[src/rtl/uart_rx_fsm_ctrl.sv]
// ============================================================================
// Module      : uart_rx_fsm_ctrl
// Description : UART receive frame controller (start/data/parity/stop FSM)
// Revision    : 1.0 - initial release
// ============================================================================
`default_nettype none

module uart_rx_fsm_ctrl #(
    parameter int DATA_WIDTH = 8,
    parameter int PRESC_W    = 6
) (
    input  logic                  CLK,
    input  logic                  RST,
    input  logic                  RX_IN,
    input  logic [PRESC_W-1:0]    prescale,
    input  logic                  PAR_EN,
    input  logic                  PAR_TYP,
    input  logic                  sampled_bit,
    output logic [PRESC_W-1:0]    edge_cnt,
    output logic                  dat_samp_en,
    output logic [DATA_WIDTH-1:0] P_DATA,
    output logic                  data_valid,
    output logic                  par_err,
    output logic                  stp_err,
    output logic                  busy
);

    localparam int CNT_W = (DATA_WIDTH > 1) ? $clog2(DATA_WIDTH) : 1;

    typedef enum logic [2:0] {
        S_IDLE   = 3'd0,
        S_START  = 3'd1,
        S_DATA   = 3'd2,
        S_PARITY = 3'd3,
        S_STOP   = 3'd4
    } state_t;

    state_t                state_q, state_d;
    logic [PRESC_W-1:0]    edge_cnt_q, edge_cnt_d;
    logic [CNT_W-1:0]      bit_cnt_q, bit_cnt_d;
    logic [DATA_WIDTH-1:0] shreg_q, shreg_d;
    logic [DATA_WIDTH-1:0] p_data_q, p_data_d;
    logic                  data_valid_q, data_valid_d;
    logic                  par_err_q, par_err_d;
    logic                  stp_err_q, stp_err_d;
    logic                  par_en_q, par_en_d;
    logic                  par_typ_q, par_typ_d;
    logic                  w_last;
    logic                  w_exp_par;

    assign w_last    = (edge_cnt_q == (prescale - PRESC_W'(1)));
    assign w_exp_par = par_typ_q ? ~^shreg_q : ^shreg_q;

    always_ff @(posedge CLK) begin
        if (RST) begin
            state_q      <= S_IDLE;
            edge_cnt_q   <= '0;
            bit_cnt_q    <= '0;
            shreg_q      <= '0;
            p_data_q     <= '0;
            data_valid_q <= 1'b0;
            par_err_q    <= 1'b0;
            stp_err_q    <= 1'b0;
            par_en_q     <= 1'b0;
            par_typ_q    <= 1'b0;
        end else begin
            state_q      <= state_d;
            edge_cnt_q   <= edge_cnt_d;
            bit_cnt_q    <= bit_cnt_d;
            shreg_q      <= shreg_d;
            p_data_q     <= p_data_d;
            data_valid_q <= data_valid_d;
            par_err_q    <= par_err_d;
            stp_err_q    <= stp_err_d;
            par_en_q     <= par_en_d;
            par_typ_q    <= par_typ_d;
        end
    end

    always_comb begin
        state_d      = state_q;
        bit_cnt_d    = bit_cnt_q;
        shreg_d      = shreg_q;
        p_data_d     = p_data_q;
        data_valid_d = 1'b0;
        par_err_d    = par_err_q;
        stp_err_d    = stp_err_q;
        par_en_d     = par_en_q;
        par_typ_d    = par_typ_q;

        // Bit-period counter only runs inside a frame; wraps at the last edge.
        if (state_q == S_IDLE || w_last) begin
            edge_cnt_d = '0;
        end else begin
            edge_cnt_d = edge_cnt_q + PRESC_W'(1);
        end

        case (state_q)
            S_IDLE: begin
                if (!RX_IN) begin
                    state_d   = S_START;
                    par_en_d  = PAR_EN;
                    par_typ_d = PAR_TYP;
                    par_err_d = 1'b0;
                    stp_err_d = 1'b0;
                    bit_cnt_d = '0;
                end
            end
            S_START: begin
                if (w_last) begin
                    state_d = sampled_bit ? S_IDLE : S_DATA;
                end
            end
            S_DATA: begin
                if (w_last) begin
                    shreg_d   = {sampled_bit, shreg_q[DATA_WIDTH-1:1]};
                    bit_cnt_d = bit_cnt_q + CNT_W'(1);
                    if (bit_cnt_q == CNT_W'(DATA_WIDTH - 1)) begin
                        state_d = par_en_q ? S_PARITY : S_STOP;
                    end
                end
            end
            S_PARITY: begin
                if (w_last) begin
                    par_err_d = (sampled_bit != w_exp_par);
                    state_d   = S_STOP;
                end
            end
            S_STOP: begin
                if (w_last) begin
                    stp_err_d = ~sampled_bit;
                    state_d   = S_IDLE;
                    // Only frames with a good stop bit and parity are delivered.
                    if (sampled_bit && !par_err_q) begin
                        p_data_d     = shreg_q;
                        data_valid_d = 1'b1;
                    end
                end
            end
            default: state_d = S_IDLE;
        endcase
    end

    assign edge_cnt    = edge_cnt_q;
    assign busy        = (state_q != S_IDLE);
    assign dat_samp_en = (state_q != S_IDLE);
    assign P_DATA      = p_data_q;
    assign data_valid  = data_valid_q;
    assign par_err     = par_err_q;
    assign stp_err     = stp_err_q;

endmodule

`default_nettype wire

[config.mk]
export PLATFORM = sky130hd
export DESIGN_NAME = uart_rx_fsm_ctrl
export DESIGN_NICKNAME = d
export VERILOG_FILES = /design/src/rtl/uart_rx_fsm_ctrl.sv
export SDC_FILE = /design/constraint.sdc
export NUM_CORES = 1
export LEC_CHECK = 0
export ABC_AREA = 1
export ABC_CLOCK_PERIOD_IN_PS = 2000
export BUFFER_PORTS_ARGS = -buffer_cell sky130_fd_sc_hd__buf_2
export CORE_ASPECT_RATIO = 1.4
export CORE_MARGIN = 3
export CORE_UTILIZATION = 55
export DETAILED_ROUTE_END_ITERATION = 8
export PLACE_DENSITY = 0.78
export SLEW_MARGIN = 30
export SYNTH_ARGS = -nofsm -noshare
export SYNTH_HDL_FRONTEND = slang
export SYNTH_SLANG_ARGS = --single-unit
[constraint.sdc]
create_clock -name CLK -period 2 [get_ports CLK]
set_clock_uncertainty 0.2 [all_clocks]
set_input_delay 0 -clock CLK [delete_from_list [all_inputs] [get_ports CLK]]
set_output_delay 0 -clock CLK [all_outputs]
set_load 0.02 [all_outputs]
=== Word level (Yosys, flattened, before mapping) ===
Index checks and enable logic that the tools add are counted.

* Register bits after elaboration: 33
* Output and inout bits: 19
* Word-level logic and storage cells: 68

* Add/subtract/negate cells: 3
* Eq/ne operators: 13
* Mux-type cells: 19
* Bitwise gates (word level): 4
* Reductions and logical operators: 19

{| class="wikitable"
|+ Operators with widths
! cell !! count
|-
| 3-bit two-way mux || 9
|-
| 3-bit case mux with 5 select lines || 1
|-
| 2-bit != test (second input constant) || 6
|-
| 3-bit AND reduction || 4
|-
| 8-bit XNOR reduction || 1
|-
| 8-bit parity || 1
|-
| 6-bit by 1-bit adder with 6-bit output (second input constant) || 1
|-
| 3-bit by 2-bit == test with 1-bit output (second input constant) || 2
|-
| 3-bit == test (second input constant) || 2
|-
| 6-bit == test || 1
|-
| 3-bit case mux with 2 select lines || 1
|-
| 6-bit AND reduction || 1
|-
| 2-bit nonzero test || 3
|-
| 6-bit by 1-bit subtractor with 6-bit output (second input constant) || 1
|-
| 1-bit two-way mux || 5
|-
| 1-bit NOT || 4
|-
| 1-bit case mux with 2 select lines || 2
|-
| 2-bit AND reduction || 2
|-
| 3-bit by 1-bit adder with 3-bit output (second input constant) || 1
|-
| 3-bit by 1-bit == test with 1-bit output (second input constant) || 1
|-
| 3-bit zero test || 1
|-
| 3-bit nonzero test || 1
|-
| 3-bit OR reduction || 1
|-
| 2-bit two-way mux || 1
|-
| other kinds (5) || 5
|}

=== Depth between registers and ports, before layout ===
Gate-level depths: netlist (run 1).

* Depth after elaboration: 5
* Mapped depth: 16
* Mapped depth without buffers: 16

=== Worst setup path after synthesis (run 1) ===
Ideal clock, no wire load.

* Path type: reg2reg
* From: register edge_cnt_q[4], in the netlist edge_cnt[4]
* To: register p_data_q[6], in the netlist P_DATA[6]
* Arrival time: 1.485 ns
* Data required time: 1.656 ns
* Slack: 0.172 ns
* Cell stages (with the launch flop): 10
* Path buffers: 1
* Path through: dfxtp_1 > xor2_1 > nand2_1 > nand2_1 > nand2_2 > nor2_8 > nand3_4 > buf_6 > nor2_1 > a211oi_2

* Longest elaborated chain between the ends: 2

{| class="wikitable"
|+ Ends and longest elaborated chain
! item !! line !! source
|-
| start: declaration || 39 || <nowiki>logic [PRESC_W-1:0] edge_cnt_q, edge_cnt_d;</nowiki>
|-
| start signal: assignment || 68 || <nowiki>edge_cnt_q <= edge_cnt_d;</nowiki>
|-
| 6-bit == test || 51 || <nowiki>assign w_last = (edge_cnt_q == (prescale - PRESC_W'(1)));</nowiki>
|-
| 3-bit AND reduction (no source line) || n/a ||
|-
| end signal: assignment || 71 || <nowiki>p_data_q <= p_data_d;</nowiki>
|-
| end: declaration || 42 || <nowiki>logic [DATA_WIDTH-1:0] p_data_q, p_data_d;</nowiki>
|}

No other way between the ends.
A chain may end at the register's enable or synchronous reset.

=== Worst setup path after layout (run 1) ===
* From: register edge_cnt_q[3], in the netlist edge_cnt[3]
* To: register p_data_q[5], in the netlist P_DATA[5]

The elaborated chain is that of the path after synthesis.

==> flow_metrics.py, run 1 <==
metrics = {
    "cells_and_area": {
        "area_delta_synth_final_pct": 20.1,
        "diodes": 0,
        "layout_common_cells": "nor2_1 (57), nand2_1 (45), inv_1 (40)",
        "multiInputGateArea_sq_um": 957,
        "nNetsFinal": 310,
        "drive_gt1_frac": 0.203,
        "regArea_sq_um": 661,
        "n_fill_cell": 267,
        "final_common_cell": "nor2_1",
    },
    "detailed_routing": {
        "drt_iter0_markers": 26,
        "avgRoutedWirePerCell_microns": 10.9,
        "viasPerCell": 4.89,
        "drc_errors": 0,
        "wirelength_microns": 3610,
        "route.vias.total": 1622,
        "drt_first_pass_iters": 4,
        "antenna_left": 0,
    },
    "sta": {
        "worst_slew_pin_slew_ps": 442,
        "rsz0062_at_grt": "false",
        "max_freq_ghz": 0.548,
        "period_share": 0.913,
        "final-max-slew-violation-count": 0,
        "slew_headroom": 0.705,
        "whs_ps": 217,
        "finalSetupViolCount": 0,
        "setup_ws_ps": 174,
        "hold_viol_final": 0,
        "min_period_ps": 1830,
        "finalSetupTns_ps": 0,
    },
    "power_and_ir_drop": {
        "p_comb_frac": 0.329,
        "vdd_drop_max_v": 0.000767,
        "p_per_area_nw_per_um2": 990,
        "p_int_mw": 1.39,
        "clock_power_share": 0.303,
        "p_leak_nw": 1.06,
        "power.switching_mw": 0.752,
        "p_seq_frac": 0.368,
        "swShare": 0.352,
    },
    "setup_path": {
        "cp_num_buf_inv": 0,
        "worst_path_dominant_cell_family": "simple AND/OR/NAND/NOR gates",
        "r2r_start": "edge_cnt[3]",
        "crit_start": "edge_cnt[3]",
        "worstSetupPathType": "register to register",
        "max_stage_delay_ps": 400,
        "arrival_ps": 1780,
        "cp_common_cell": "nand2_1",
        "cp_slowest_cell": "dfxtp_1",
        "rrSetupSlack_ps": 170,
        "r2r_cells": 9,
        "cp-endpoint": "P_DATA[5]",
        "r2r-end": "P_DATA[5]",
        "crit_chain": "nand2_1 -> nand2_1 -> nand2_1 -> nand2_1 -> nand3_4 -> nor2_8 -> nand3_4 -> nor2_1 -> a211oi_2",
        "start_kind": "register",
        "critical_path_required_ps": 1960,
        "path_depth": 9,
        "endpoint_kind": "register",
        "worst-path-max-fanout": 17,
    },
    "clock_tree": {
        "htreeDepth": 2,
        "clk_pin_slew_ps": 70,
        "clock-root-buffer": "clkbuf_8",
        "clk_latency_ps": 290,
        "cts_tree": "done",
        "numCtsBuffers": 5,
        "cts.path.max_buffers": 2,
        "cts_sinks": 33,
    },
    "logic_synthesis": {
        "netlist_area_sq_um": 1800,
        "ys_warn_count": 0,
        "synth_seq_area_share": 0.367,
        "synth_cells": 254,
        "avgSynthCellArea_sq_um": 7.08,
        "synth_seq_cells": 33,
        "yosys.cell_types.count": 27,
        "syn_nets": 270,
    },
    "global_routing": {
        "grt_overflow": 0,
        "grt_max_degree": 18,
        "grt_pass1_vias": 1449,
        "grt_antenna_before_repair": 0,
        "grt_usage": 0.206,
        "grt_pass1_wl_microns": 5980,
    },
    "die": {
        "core_area_sq_um": 2990,
        "dieArea_sq_um": 4000,
        "row_count": 23,
        "pin_count": 31,
        "fp.dieH_microns": 73.7,
        "start_util": 0.601,
        "fp.dieW_microns": 54.3,
    },
    "placed_design": {
        "hpwl_microns": 2730,
        "port_buffers": 30,
        "gp_congestion": 0.850,
        "place_ws_ps": 116,
    },
    "hold_path": {
        "worst_hold_path_type": "primary input to register",
    },
    "run_status": {
        "status": "complete, no violations",
    },
    "flow_run": {
        "drv_cap": 0,
    },
}
-- power groups by stage --
stage | Combinational (mW) | Clock [mW] | Sequential, mW
2_1_floorplan | 0.499 | 0 | 0.830
3_3_place_gp | 0.676 | 0 | 0.804
3_5_place_dp | 0.682 | 0 | 0.804
4_1_cts | 0.701 | 0.666 | 0.788
5_1_grt | 0.801 | 0.691 | 0.797
6_report | 0.703 | 0.648 | 0.788
-- worst min-delay path, cell delays in order --
cell	delay, ps
buf_2	110
nor2_1	60
nand3_1	60
nand2_1	50
nand2_2	110
nor2_8	70
nand2_1	70
o21bai_1	70
nor2_1	70
-- layout make-up --
class,instances,share of cell area
multi-input cells,175,0.443
flip-flops and latches,33,0.306
repair buffers,37,0.0996
inverters,42,0.0747
clock buffers,6,0.0382
well taps,37,0.0214
clock inverters,2,0.0174
-- per-stage QoR --
stage / util / total power [mW] / instance area, sq um / std cells
2_1_floorplan: - / 1.33 / 1800 / 254
3_3_place_gp: 0.661 / 1.48 / 1980 / 318
3_5_place_dp: 0.661 / 1.49 / 1980 / 318
4_1_cts: 0.717 / 2.15 / 2150 / 331
5_1_grt: 0.722 / 2.29 / 2160 / 332
6_report: 0.722 / 2.14 / 2160 / 332
-- worst min-delay path by stage --
stage               depth (start not counted)         from         to  slack [ps]
detailed placement                          3      PAR_TYP  par_typ_q          30
finish                                      9  prescale[0]    par_err         220
global placement                            3      PAR_TYP  par_typ_q          20
floorplan                                   2      PAR_TYP  par_typ_q         -70
CTS                                         8  prescale[0]    par_err         210
global route                                2    P_DATA[6]  P_DATA[6]         270
-- per-layer routing --
| layer | vias to the layer above | track usage | routed length, microns |
|---|---|---|---|
| met4 | 0 | 0.0886 | 39 |
| li1 | 864 | - | - |
| met3 | 5 | 0.0568 | 147 |
| met2 | 28 | 0.370 | 1910 |
| met5 | - | 0 | 0 |
| met1 | 725 | 0.212 | 1510 |
-- cells in the mapped netlist --
master,instances,area (sq um)
a211oi_2,8,100
a21oi_1,9,45.0
buf_4,1,7.51
buf_6,1,11.3
clkbuf_1,2,7.51
clkinv_1,1,3.75
dfxtp_1,33,661
ha_1,4,50.1
inv_1,41,154
nand2_1,45,169
nand2_2,2,12.5
nand2_4,1,11.3
nand3_1,10,50.1
nand3_4,2,35.0
nand3b_1,1,7.51
nor2_1,58,218
nor2_2,1,6.26
nor2_4,1,11.3
nor2_8,1,20.0
nor3_1,2,10.0
nor3b_1,2,15.0
o21ai_0,11,55.1
o21ai_1,1,5.00
o21bai_1,3,22.5
or2_2,1,6.26
xnor2_1,8,70.1
xor2_1,4,35.0
-- cell families (layout without fill, tap and decap cells) --
| family | after synthesis | after routing | share of synthesized area |
|---|---|---|---|
| buf+inv | 46 | 87 | 0.102 |
| compound gates | 32 | 32 | 0.127 |
| flops | 33 | 33 | 0.367 |
| fa+ha+maj | 4 | 4 | 0.0278 |
| xor+xnor | 12 | 12 | 0.0584 |
| simple gates | 127 | 127 | 0.318 |
-- flip-flops by register name (all words and copies together), names as in the netlist --
name / count
data_valid: 1
shreg_q: 8
par_en_q: 1
par_typ_q: 1
state_q: 3
P_DATA: 8
edge_cnt: 6
par_err: 1
stp_err: 1
bit_cnt_q: 3
-- what timing repair did --
item	in CTS	in global routing
endpoints found under the setup margin	0	9
hold buffers	5	0
resized for setup	0	3
hold endpoints to repair	16	0
setup buffers	0	1
(Power assumes the default switching activity.)
==> run 2: changes to the inputs <==
--- a/config.mk
+++ b/config.mk
@@ -8,7 +8,6 @@
 export ABC_AREA = 1
 export ABC_CLOCK_PERIOD_IN_PS = 2000
 export BUFFER_PORTS_ARGS = -buffer_cell sky130_fd_sc_hd__buf_2
-export CORE_ASPECT_RATIO = 1.4
 export CORE_MARGIN = 3
 export CORE_UTILIZATION = 55
 export DETAILED_ROUTE_END_ITERATION = 8
==> run 2 against run 1 <==
  * Maximum frequency up 0.51%
  * Non-clock buffer count up 1
  * Register-to-register slack about the same
  * Global-route usage fell by 0.68 points
==> flow_metrics.py, run 2 (synthesized netlist as in run 1, its figures left out) <==
metrics = {
    "cells_and_area": {
        "final_cells": 340,
        "finalInstanceArea_sq_um": 2160,
        "diodes": 0,
        "nNetsFinal": 311,
        "area_delta_synth_final_pct": 20.0,
        "post-route-util": 0.702,
        "drive_gt1_frac": 0.203,
        "n_fill_cell": 263,
        "final_common_cell": "nor2_1",
        "layout_common_cells": "nor2_1 (57), nand2_1 (45), inv_1 (41)",
    },
    "die": {
        "pin_count": 31,
        "dieArea_sq_um": 3990,
        "core_area_sq_um": 3080,
        "start_util": 0.585,
        "fp.dieW_microns": 63.2,
        "fp.dieH_microns": 63.2,
        "row_count": 20,
    },
    "hold_path": {
        "worst_hold_path_type": "primary input to register",
        "whs_path_depth": 8,
    },
    "setup_path": {
        "critical_path_required_ps": 2010,
        "arrival_ps": 1830,
        "worstSetupPathType": "register to register",
        "r2r_cells": 8,
        "worst-path-max-fanout": 17,
        "rrSetupSlack_ps": 180,
        "start_kind": "register",
        "endpoint_kind": "register",
    },
    "global_routing": {
        "grt_max_degree": 18,
        "grt_antenna_before_repair": 0,
        "grt_pass1_vias": 1497,
        "grt_pass1_wl_microns": 6240,
        "grt_usage": 0.199,
        "grt_overflow": 0,
    },
    "detailed_routing": {
        "wirelength_microns": 3440,
        "route.vias.total": 1598,
        "avgRoutedWirePerCell_microns": 10.1,
        "drt_first_pass_iters": 4,
        "antenna_left": 0,
        "drt_iter0_markers": 63,
        "viasPerCell": 4.70,
        "drc_errors": 0,
    },
    "sta": {
        "final-max-slew-violation-count": 0,
        "min_period_ps": 1820,
        "finalSetupViolCount": 0,
        "rsz0062_at_grt": "true",
        "whs_ps": 151,
        "max_freq_ghz": 0.550,
        "hold_viol_final": 0,
        "slew_headroom": 0.825,
        "period_share": 0.908,
        "worst_slew_pin_slew_ps": 261,
    },
    "clock_tree": {
        "clk_latency_ps": 330,
        "clock-root-buffer": "clkbuf_4",
        "postCtsSetupBuffers": 0,
        "clk_pin_slew_ps": 110,
        "htreeDepth": 2,
        "cts.path.max_buffers": 2,
        "numCtsBuffers": 5,
        "cts_tree": "done",
        "cts_sinks": 33,
    },
    "placed_design": {
        "gp_congestion": 0.807,
        "hpwl_microns": 2560,
        "port_buffers": 30,
        "placed_area_sq_um": 2000,
        "dp_cells": 327,
    },
    "power_and_ir_drop": {
        "vdd_drop_max_v": 0.000702,
        "p_leak_nw": 1.06,
        "power.total_mw": 2.10,
        "p_per_area_nw_per_um2": 973,
    },
    "flow_run": {
        "drv_cap": 0,
    },
    "run_status": {
        "status": "complete, no violations",
    },
}
[run 2: cell count changes in the layout (fill, tap and decap cells not counted), sizes merged]
cell / change
buf: +1
bufinv: +1
clkbuf: -1
clkinv: +1
clkinvlp: -1
[run 2: repair_timing]
item / in CTS / in global routing
hold endpoints to repair: 27 / 0
resized for setup: 0 / 2
hold buffers: 5 / 0
setup endpoints to repair: 0 / 5
[run 2: per-layer routing]
metal  vias to the layer above  share of wire  GRT usage
li1                        871              -          -
met1                       690           0.46      0.233
met4                         0         0.0079     0.0647
met3                         2          0.047     0.0660
met2                        35           0.49      0.340
met5                         -              0          0
[run 2: final timing paths]
path / startpoint / end
worst max register to register: edge_cnt[4] / P_DATA[0]
worst min register to register: P_DATA[3] / P_DATA[3]
worst min-delay path: prescale[0] / par_err
worst max-delay path: edge_cnt[4] / P_DATA[0]
[run 2: final cells by class]
class | instances | area (sq um) | share of cell area
Clock buffer | 5 | 37.5 | 0.0174
Clock inverter | 3 | 65.1 | 0.0301
Inverter | 42 | 161 | 0.0747
Multi-Input combinational cell | 175 | 957 | 0.443
Sequential cell | 33 | 661 | 0.306
Tap cell | 44 | 55.1 | 0.0255
Timing Repair Buffer | 38 | 223 | 0.103
[run 2: worst max-delay path: stages (launching register included)]
cell and delay [ps]:
dfxtp_1 440, xor2_1 160, nand2_1 60, nand2_1 70, nand2_2 90, nor2_8 210
nand3_4 240, nor2_1 200, a211oi_2 40
[run 2: per-stage QoR]
step / setup TNS, ps / worst slack (ps)
2_1_floorplan: 0 / 172
3_3_place_gp: 0 / 161
3_5_place_dp: 0 / 91.6
4_1_cts: 0 / 143
5_1_grt: -70.0 / -25.6
6_report: 0 / 183
[run 2: power by group]
group | internal [mW] | switching [mW] | leakage [nW]
clock | 0.387 | 0.227 | 0.0552
combinational | 0.252 | 0.447 | 0.742
sequential | 0.730 | 0.0581 | 0.268
total | 1.37 | 0.732 | 1.06
